--- config.mk ---
export PLATFORM = sky130hd
export DESIGN_NAME = spi_target
export DESIGN_NICKNAME = d
export VERILOG_FILES = /design/src/rtl/spi_target.sv
export SDC_FILE = /design/constraint.sdc
export NUM_CORES = 1
export LEC_CHECK = 0
export CAP_MARGIN = 20
export CORE_MARGIN = 4
export CORE_UTILIZATION = 52
export CTS_CLUSTER_SIZE = 16
export DETAILED_ROUTE_END_ITERATION = 7
export PLACE_DENSITY_LB_ADDON = 0.12
export SYNTH_ARGS = -nofsm -noshare
export SYNTH_HDL_FRONTEND = slang
export SYNTH_SLANG_ARGS = --single-unit
--- constraint.sdc ---
create_clock -name clk -period 2.2 [get_ports clk]
set_clock_uncertainty 0.1 [all_clocks]
set_input_delay 0.55 -clock clk [delete_from_list [all_inputs] [get_ports clk]]
set_output_delay 0.55 -clock clk [all_outputs]
set_load 0.005 [all_outputs]
--- src/rtl/spi_target.sv ---
// SPI mode-0 target: oversampled pins, MSB-first 8-bit frames, single-entry
// TX/RX holding registers with valid/ready handshakes toward the system.
module spi_target #(
  parameter int unsigned SYNC_STAGES = 2
) (
  input  logic       clk,
  input  logic       rst_n,
  input  logic       spi_cs_n,
  input  logic       spi_sck,
  input  logic       spi_mosi,
  output logic       spi_miso,
  output logic       spi_miso_oe,
  input  logic [7:0] tx_data,
  input  logic       tx_valid,
  output logic       tx_ready,
  output logic [7:0] rx_data,
  output logic       rx_valid,
  input  logic       rx_ready,
  output logic       rx_overflow,
  output logic       tx_underflow
);

  typedef enum logic {IDLE, ACTIVE} state_e;

  state_e state_q, state_d;

  logic [SYNC_STAGES-1:0] cs_sync_q, sck_sync_q, mosi_sync_q;
  logic                   cs_n_s, sck_s, mosi_s, sck_prev_q;
  logic                   sck_rise, sck_fall;

  logic       start, stop, rise_act, fall_act, byte_cmp, reload, shift;
  logic [2:0] bit_cnt_q, bit_cnt_d;
  logic [6:0] rx_shift_q, rx_shift_d;
  logic [7:0] rx_byte;
  logic [7:0] tx_shift_q, tx_shift_d;
  logic       byte_done_q, byte_done_d;
  logic [7:0] tx_hold_q, tx_hold_d, rx_hold_q, rx_hold_d;
  logic       tx_full_q, tx_full_d, rx_full_q, rx_full_d;
  logic       miso_q, ovf_q, ovf_d, unf_q, unf_d;

  always_ff @(posedge clk or negedge rst_n) begin
    if (!rst_n) begin
      cs_sync_q   <= '1;
      sck_sync_q  <= '0;
      mosi_sync_q <= '0;
      sck_prev_q  <= 1'b0;
    end else begin
      cs_sync_q   <= {cs_sync_q[SYNC_STAGES-2:0], spi_cs_n};
      sck_sync_q  <= {sck_sync_q[SYNC_STAGES-2:0], spi_sck};
      mosi_sync_q <= {mosi_sync_q[SYNC_STAGES-2:0], spi_mosi};
      sck_prev_q  <= sck_s;
    end
  end

  assign cs_n_s   = cs_sync_q[SYNC_STAGES-1];
  assign sck_s    = sck_sync_q[SYNC_STAGES-1];
  assign mosi_s   = mosi_sync_q[SYNC_STAGES-1];
  assign sck_rise = sck_s & ~sck_prev_q;
  assign sck_fall = ~sck_s & sck_prev_q;

  always_ff @(posedge clk or negedge rst_n) begin
    if (!rst_n) state_q <= IDLE;
    else        state_q <= state_d;
  end

  always_comb begin
    state_d = state_q;
    case (state_q)
      IDLE:   if (!cs_n_s) state_d = ACTIVE;
      ACTIVE: if (cs_n_s)  state_d = IDLE;
    endcase
  end

  always_comb begin
    start    = 1'b0;
    stop     = 1'b0;
    rise_act = 1'b0;
    fall_act = 1'b0;
    case (state_q)
      IDLE:   start = !cs_n_s;
      ACTIVE: begin
        stop     = cs_n_s;
        rise_act = !cs_n_s && sck_rise;
        fall_act = !cs_n_s && sck_fall;
      end
    endcase
  end

  // Shifter reloads at frame start and on the falling edge after each full byte.
  assign byte_cmp = rise_act && (bit_cnt_q == 3'd7);
  assign reload   = start || (fall_act && (bit_cnt_q == 3'd0) && byte_done_q);
  assign shift    = fall_act && (bit_cnt_q != 3'd0);
  assign rx_byte  = {rx_shift_q, mosi_s};

  always_comb begin
    bit_cnt_d   = bit_cnt_q;
    rx_shift_d  = rx_shift_q;
    tx_shift_d  = tx_shift_q;
    byte_done_d = byte_done_q;
    tx_hold_d   = tx_hold_q;
    tx_full_d   = tx_full_q;
    rx_hold_d   = rx_hold_q;
    rx_full_d   = rx_full_q;
    ovf_d       = 1'b0;
    unf_d       = 1'b0;

    if (start || stop) begin
      bit_cnt_d   = '0;
      rx_shift_d  = '0;
      tx_shift_d  = '0;
      byte_done_d = 1'b0;
    end
    if (rise_act) begin
      rx_shift_d = rx_byte[6:0];
      bit_cnt_d  = bit_cnt_q + 3'd1;
      if (byte_cmp) byte_done_d = 1'b1;
    end
    if (shift) tx_shift_d = {tx_shift_q[6:0], 1'b0};
    if (reload) begin
      if (tx_full_q) begin
        tx_shift_d = tx_hold_q;
        tx_full_d  = 1'b0;
      end else begin
        tx_shift_d = '0;
        unf_d      = 1'b1;
      end
    end
    // Load needs an empty holding register, consume needs a full one: never both.
    if (tx_valid && !tx_full_q) begin
      tx_hold_d = tx_data;
      tx_full_d = 1'b1;
    end
    if (rx_ready && rx_full_q) rx_full_d = 1'b0;
    if (byte_cmp) begin
      if (rx_full_q && !rx_ready) begin
        ovf_d = 1'b1;
      end else begin
        rx_hold_d = rx_byte;
        rx_full_d = 1'b1;
      end
    end
  end

  always_ff @(posedge clk or negedge rst_n) begin
    if (!rst_n) begin
      bit_cnt_q   <= '0;
      rx_shift_q  <= '0;
      tx_shift_q  <= '0;
      byte_done_q <= 1'b0;
      tx_hold_q   <= '0;
      tx_full_q   <= 1'b0;
      rx_hold_q   <= '0;
      rx_full_q   <= 1'b0;
      miso_q      <= 1'b0;
      ovf_q       <= 1'b0;
      unf_q       <= 1'b0;
    end else begin
      bit_cnt_q   <= bit_cnt_d;
      rx_shift_q  <= rx_shift_d;
      tx_shift_q  <= tx_shift_d;
      byte_done_q <= byte_done_d;
      tx_hold_q   <= tx_hold_d;
      tx_full_q   <= tx_full_d;
      rx_hold_q   <= rx_hold_d;
      rx_full_q   <= rx_full_d;
      miso_q      <= tx_shift_q[7];
      ovf_q       <= ovf_d;
      unf_q       <= unf_d;
    end
  end

  assign spi_miso     = miso_q;
  assign spi_miso_oe  = (state_q == ACTIVE);
  assign tx_ready     = ~tx_full_q;
  assign rx_data      = rx_hold_q;
  assign rx_valid     = rx_full_q;
  assign rx_overflow  = ovf_q;
  assign tx_underflow = unf_q;

endmodule

==> results of run 1 <==
cells in the mapped netlist, types with 2 or more instances:
cell type,n
nor2b_1,3
mux2_2,16
nor2_1,9
o21ai_0,11
nand2_1,25
ha_1,4
clkbuf_1,3
buf_2,2
dfrtp_1,46
inv_1,6
dfstp_2,2
a22oi_1,7
a21oi_1,7
where the power goes:
group,switching (uW),internal [uW]
Combinational,95.0,128
Sequential,59.0,980
Clock,258,188
Total,412,1300
kinds of logic (layout without fill, tap and decap cells):
kind of cell             count (synthesis)  count (layout)  share of synthesized area (%)
buffers and inverters                   11              46                          2.321
AO/OA/AOI/OAI                           29              29                          9.284
multiplexers                            16              16                          9.549
AND/OR/NAND/NOR                         45              45                          12.40
flip-flops                              48              48                          63.79
adder cells (fa/ha/maj)                  4               4                          2.653
worst paths after layout:
| path | from | endpoint | slack, ns | cells after the start |
|---|---|---|---|---|
| worst max-delay path | tx_full_q | tx_ready | 0.19 | 2 |
| worst min-delay path | rst_n | rx_overflow | 0.06 | 1 |
| worst max register to register | cs_sync_q[1] | tx_shift_q[3] | 0.39 | 5 |
| worst min register to register | cs_sync_q[0] | cs_sync_q[1] | 0.27 | 0 |
| max in group asynchronous | rst_n | rx_data[6] | 1.42 | 2 |
| min in group clk | cs_sync_q[0] | cs_sync_q[1] | 0.27 | 0 |
final cells by class:
class / count / share of cell area, %
Timing Repair Buffer: 32 / 13.76
Sequential cell: 48 / 52.11
Clock buffer: 8 / 2.979
Tap cell: 46 / 2.492
Inverter: 6 / 0.9751
Multi-Input combinational cell: 94 / 27.68
layer usage:
metal	routed length (um)	part of all wire, %	GRT usage (%)	vias up
met2	1483	46	27.68	28
met4	72	2.2	8.189	0
li1	-	-	-	590
met5	0	0	0	-
met1	1485	46	20.66	580
met3	162	5.1	6.076	6
through the flow:
step	hold slack [ns]	util, %
detailed placement	0.2418	65.60
CTS	0.05315	67.62
floorplan	0.1544	-
global route	0.05828	67.62
finish	0.06037	67.62
global placement	0.2388	65.60
flip-flops by register name, indices dropped and copies added (netlist names):
signal        flops
tx_shift_q        8
rx_valid          1
tx_full_q         1
mosi_sync_q       2
rx_shift_q        7
byte_done_q       1
cs_sync_q         2
bit_cnt_q         3
spi_miso          1
spi_miso_oe       1
rx_overflow       1
sck_sync_q        2
tx_hold_q         8
rx_data           8
tx_underflow      1
sck_prev_q        1
==> impl_metrics.json, run 1 <==
{
  "outcome": "completed",
  "clk_path_buf_depth": 2,
  "setup_slack_ns": 0.1914,
  "yosys-top-cells-area": "dfrtp_1 (61%), mux2_2 (9.5%), nand2_1 (5.0%), o21ai_0 (2.9%), a22oi_1 (2.8%)",
  "p_total_uw": 1709,
  "final_cells": 234,
  "via_count": 1204,
  "dp_hpwl_um": 2266,
  "period_needed_ns": 2.009,
  "cts_root_buf": "clkbuf_4",
  "regArea_sq_um": 1204,
  "drc": 0,
  "rows": 21,
  "wl_per_cell_um": 13.69,
  "drt.antenna.violating_nets": 0,
  "worstSetupStartpointType": "flop",
  "ios": 29,
  "setup_viol": 0,
  "relSlewSlack_pct": 63.43,
  "htree_levels": 2,
  "post-place-ws_ns": 0.2535,
  "place_congestion": 0.7916,
  "grt_pass1_wl_um": 5678,
  "grt_pass1_vias": 1239,
  "required_ns": 1.55,
  "overflow": 0,
  "area_delta_synth_final_pct": 22.41,
  "final_nets": 206,
  "cts_hold_buffers": 0,
  "fmax_mhz": 497.9,
  "worst-path-buf-inv": 2,
  "syn-num-nets": 172,
  "path_delay_family": "buffers and inverters",
  "start_util_pct": 55.24,
  "antenna_cells": 0,
  "cp_max_fo": 6,
  "die_w_um": 68.24,
  "synth_top_area_cell": "dfrtp_1",
  "crit_slowest_cell": "clkdlybuf4s50_1",
  "final.setup.tns_ns": 0,
  "drt-pass1-iter-count": 4,
  "drive_above_1_share_pct": 18.62,
  "path_clk_slew_ns": 0.12,
  "worst_slew_pin_slew_ns": 0.5486,
  "die_area_sq_um": 4656,
  "crit_type": "reg2out",
  "vias_per_cell": 5.145,
  "arrival_ns": 1.36,
  "netlist_area_sq_um": 1887,
  "slew_violations": 0,
  "drt_iter0_markers": 27,
  "ys_seq_area_share_pct": 63.79,
  "core-area_sq_um": 3416,
  "period_share_pct": 91.30,
  "cap_violations": 0,
  "antenna_found_initial": 0,
  "place_inst": 226,
  "synth-seq-cells": 48,
  "multi_input_area_sq_um": 639.4,
  "cts_tree": "done",
  "hold_path_class": "in2async",
  "n_fill_cell": 259,
  "ctsResizeCount": 0,
  "cp_cell_sequence": "inv_1 -> clkdlybuf4s50_1",
  "place_area_sq_um": 2241,
  "ys_types": 25,
  "rsz0062_at_grt": "false",
  "ys_async_sr_fraction_pct": 100.0,
  "yosysWarnings": 0,
  "drt_wl_total_um": 3204,
  "fp.dieH_um": 68.24,
  "syn_area_per_cell_sq_um": 12.33,
  "postSynthCellCount": 153,
  "p_per_area_nw_per_um2": 739.8,
  "portBuffers": 28,
  "mostFrequentLayoutCells": "dfrtp_1 (46), clkdlybuf4s50_1 (27), nand2_1 (25), mux2_2 (16), o21ai_0 (11)",
  "fin_area_sq_um": 2310,
  "endpoint_kind": "primary output",
  "vdd_ir_drop_max_v": 0.0005270,
  "grt_usage_pct": 17.23,
  "cts.sinks": 48,
  "final_common_cell": "dfrtp_1",
  "clock_latency_ns": 0.36,
  "synth_top_area_share_pct": 61.01,
  "cts_buffers": 5,
  "hold_violations": 0,
  "critPathMaxStageDelay_ns": 0.49,
  "synth_enable_flop_cells": 0,
  "grt_max_degree": 26,
  "static-leakage-power_uw": 0.001035,
  "postCtsSetupRepairBufs": 0,
  "synthFlopType": "dfrtp_1"
}
Power figures use the tool's default switching activity.
==> run 2, diff against run 1 <==
--- a/config.mk
+++ b/config.mk
@@ -7,9 +7,11 @@
 export LEC_CHECK = 0
 export CAP_MARGIN = 20
 export CORE_MARGIN = 4
-export CORE_UTILIZATION = 52
+export CORE_UTILIZATION = 61
 export CTS_CLUSTER_SIZE = 16
 export DETAILED_ROUTE_END_ITERATION = 7
+export DONT_BUFFER_PORTS = 1
+export HOLD_SLACK_MARGIN = 0.05
 export PLACE_DENSITY_LB_ADDON = 0.12
 export SYNTH_ARGS = -nofsm -noshare
 export SYNTH_HDL_FRONTEND = slang
==> impl_metrics.json, run 2 (synthesis gave the netlist of run 1 again) <==
{
  "outcome": "completed",
  "grt_pass1_vias": 1158,
  "crit_type": "reg2reg",
  "clk_path_buf_depth": 2,
  "p_per_area_nw_per_um2": 842.5,
  "drt-pass1-iter-count": 4,
  "grt_use_met2_pct": 27.64,
  "rsz0062_at_grt": "false",
  "die_area_sq_um": 4047,
  "fp.dieH_um": 63.62,
  "grt.busiest_layer": "met2",
  "crit_start": "cs_sync_q[1]",
  "start_util_pct": 66.14,
  "ctsResizeCount": 0,
  "area_delta_synth_final_pct": 8.687,
  "r2r-start": "cs_sync_q[1]",
  "cts_tree": "done",
  "final_common_cell": "dfrtp_1",
  "htree_levels": 2,
  "static-leakage-power_uw": 0.0009465,
  "grt_pass1_wl_um": 5264,
  "fmax_mhz": 543.5,
  "core-area_sq_um": 2853,
  "worst_slew_pin_slew_ns": 0.5302,
  "drive_above_1_share_pct": 20.99,
  "ios": 29,
  "period_share_pct": 83.64,
  "setup_viol": 0,
  "portBuffers": 0,
  "drc": 0,
  "endpoint": "tx_shift_q[7]",
  "worstReg2RegEnd": "tx_shift_q[7]",
  "cts_root_buf": "clkbuf_4",
  "mostFrequentLayoutCells": "dfrtp_1 (46), nand2_1 (25), mux2_2 (16), o21ai_0 (11), nor2_1 (9)",
  "via_count": 1117,
  "vias_per_cell": 5.788,
  "grt_max_degree": 49,
  "use_met1_pct": 21.54,
  "cts.sinks": 48,
  "antenna_found_initial": 0,
  "fin_area_sq_um": 2051,
  "drt_iter0_markers": 56,
  "grt_usage_pct": 17.07,
  "arrival_ns": 2.03,
  "rows": 19,
  "drt.antenna.violating_nets": 0,
  "clock_latency_ns": 0.36,
  "final.setup.tns_ns": 0,
  "vdd_ir_drop_max_v": 0.0005785,
  "dp_hpwl_um": 2110,
  "drt_wl_total_um": 3072,
  "slew_violations": 0,
  "path_clk_slew_ns": 0.13,
  "period_needed_ns": 1.840,
  "hold_violations": 0,
  "place_area_sq_um": 1927,
  "antenna_cells": 0,
  "grtUsageMet3_pct": 5.151,
  "wl_per_cell_um": 15.92,
  "rr_worst_depth": 5,
  "cp_max_fo": 7,
  "n_fill_cell": 206,
  "required_ns": 2.39,
  "endpoint_kind": "flop",
  "cts_buffers": 5,
  "hold_path_class": "in2reg",
  "overflow": 0,
  "die_w_um": 63.62,
  "final_nets": 180,
  "p_total_uw": 1728,
  "r2r_slack_ns": 0.36,
  "relSlewSlack_pct": 64.65,
  "cap_violations": 0,
  "place_congestion": 0.7168,
  "worstSetupStartpointType": "flop"
}
run 2: changes by cell type in the layout (fill, tap and decap cells not counted):
cell             previous run  this run
clkinv_2                    0         1
dlygate4sd3_1               0         2
clkdlybuf4s50_1            27         0
clkbuf_8                    2         0
buf_16                      0         1
buf_2                       1         0
bufinv_16                   0         1
buf_12                      1         0
run 2: worst min path at each step:
stage               slack [ns]  cells after the start      from        endpoint
floorplan                 0.15                      0     rst_n    bit_cnt_q[0]
global placement          0.16                      0     rst_n      rx_data[7]
detailed placement        0.16                      0     rst_n      rx_data[7]
CTS                       0.06                      0  spi_cs_n    cs_sync_q[0]
global route              0.08                      0  spi_mosi  mosi_sync_q[0]
finish                    0.11                      0   spi_sck   sck_sync_q[0]
run 2: report_power, final:
part / switching (uW) / internal [uW] / total, uW
Sequential: 65.7 / 980 / 1050
Clock: 261 / 238 / 499
Combinational: 87.3 / 95.2 / 182
Total: 414 / 1310 / 1730
run 2: through the flow:
| step | util, % | setup WS, ns | hold WS, ns | std cells |
|---|---|---|---|---|
| final | 71.89 | 0.3599 | 0.1067 | 193 |
| after global routing | 71.89 | 0.2117 | 0.07714 | 193 |
| after detailed placement | 67.54 | 0.3836 | 0.1556 | 182 |
| after CTS | 71.54 | 0.3474 | 0.05964 | 192 |
| after floorplan | - | 0.5584 | 0.1544 | 153 |
| after global placement | 67.54 | 0.5171 | 0.1555 | 182 |
run 2: per-layer routing:
layer	share of wire (%)	routed length, um
met3	6.5	200
met1	45	1391
met4	0.42	13
met5	0	0
met2	48	1467
run 2: what timing repair did:
action	CTS	global route
hold buffers	2	1
buffers inserted	0	0
hold endpoints to repair	48	1
run 2: cell type report:
class	count	area (sq um)	area share, %
Clock buffer	6	41.29	2.013
Clock inverter	2	35.03	1.708
Inverter	6	22.52	1.098
Multi-Input combinational cell	94	639.4	31.18
Sequential cell	48	1204	58.69
Tap cell	31	38.79	1.891
Timing Repair Buffer	6	70.07	3.417
run 2: critical path: stages, from the launching register on:
cell,delay (ns)
dfstp_2,0.61
inv_1,0.08
ha_1,0.23
nor3_2,0.43
a22oi_1,0.16
a21oi_1,0.17
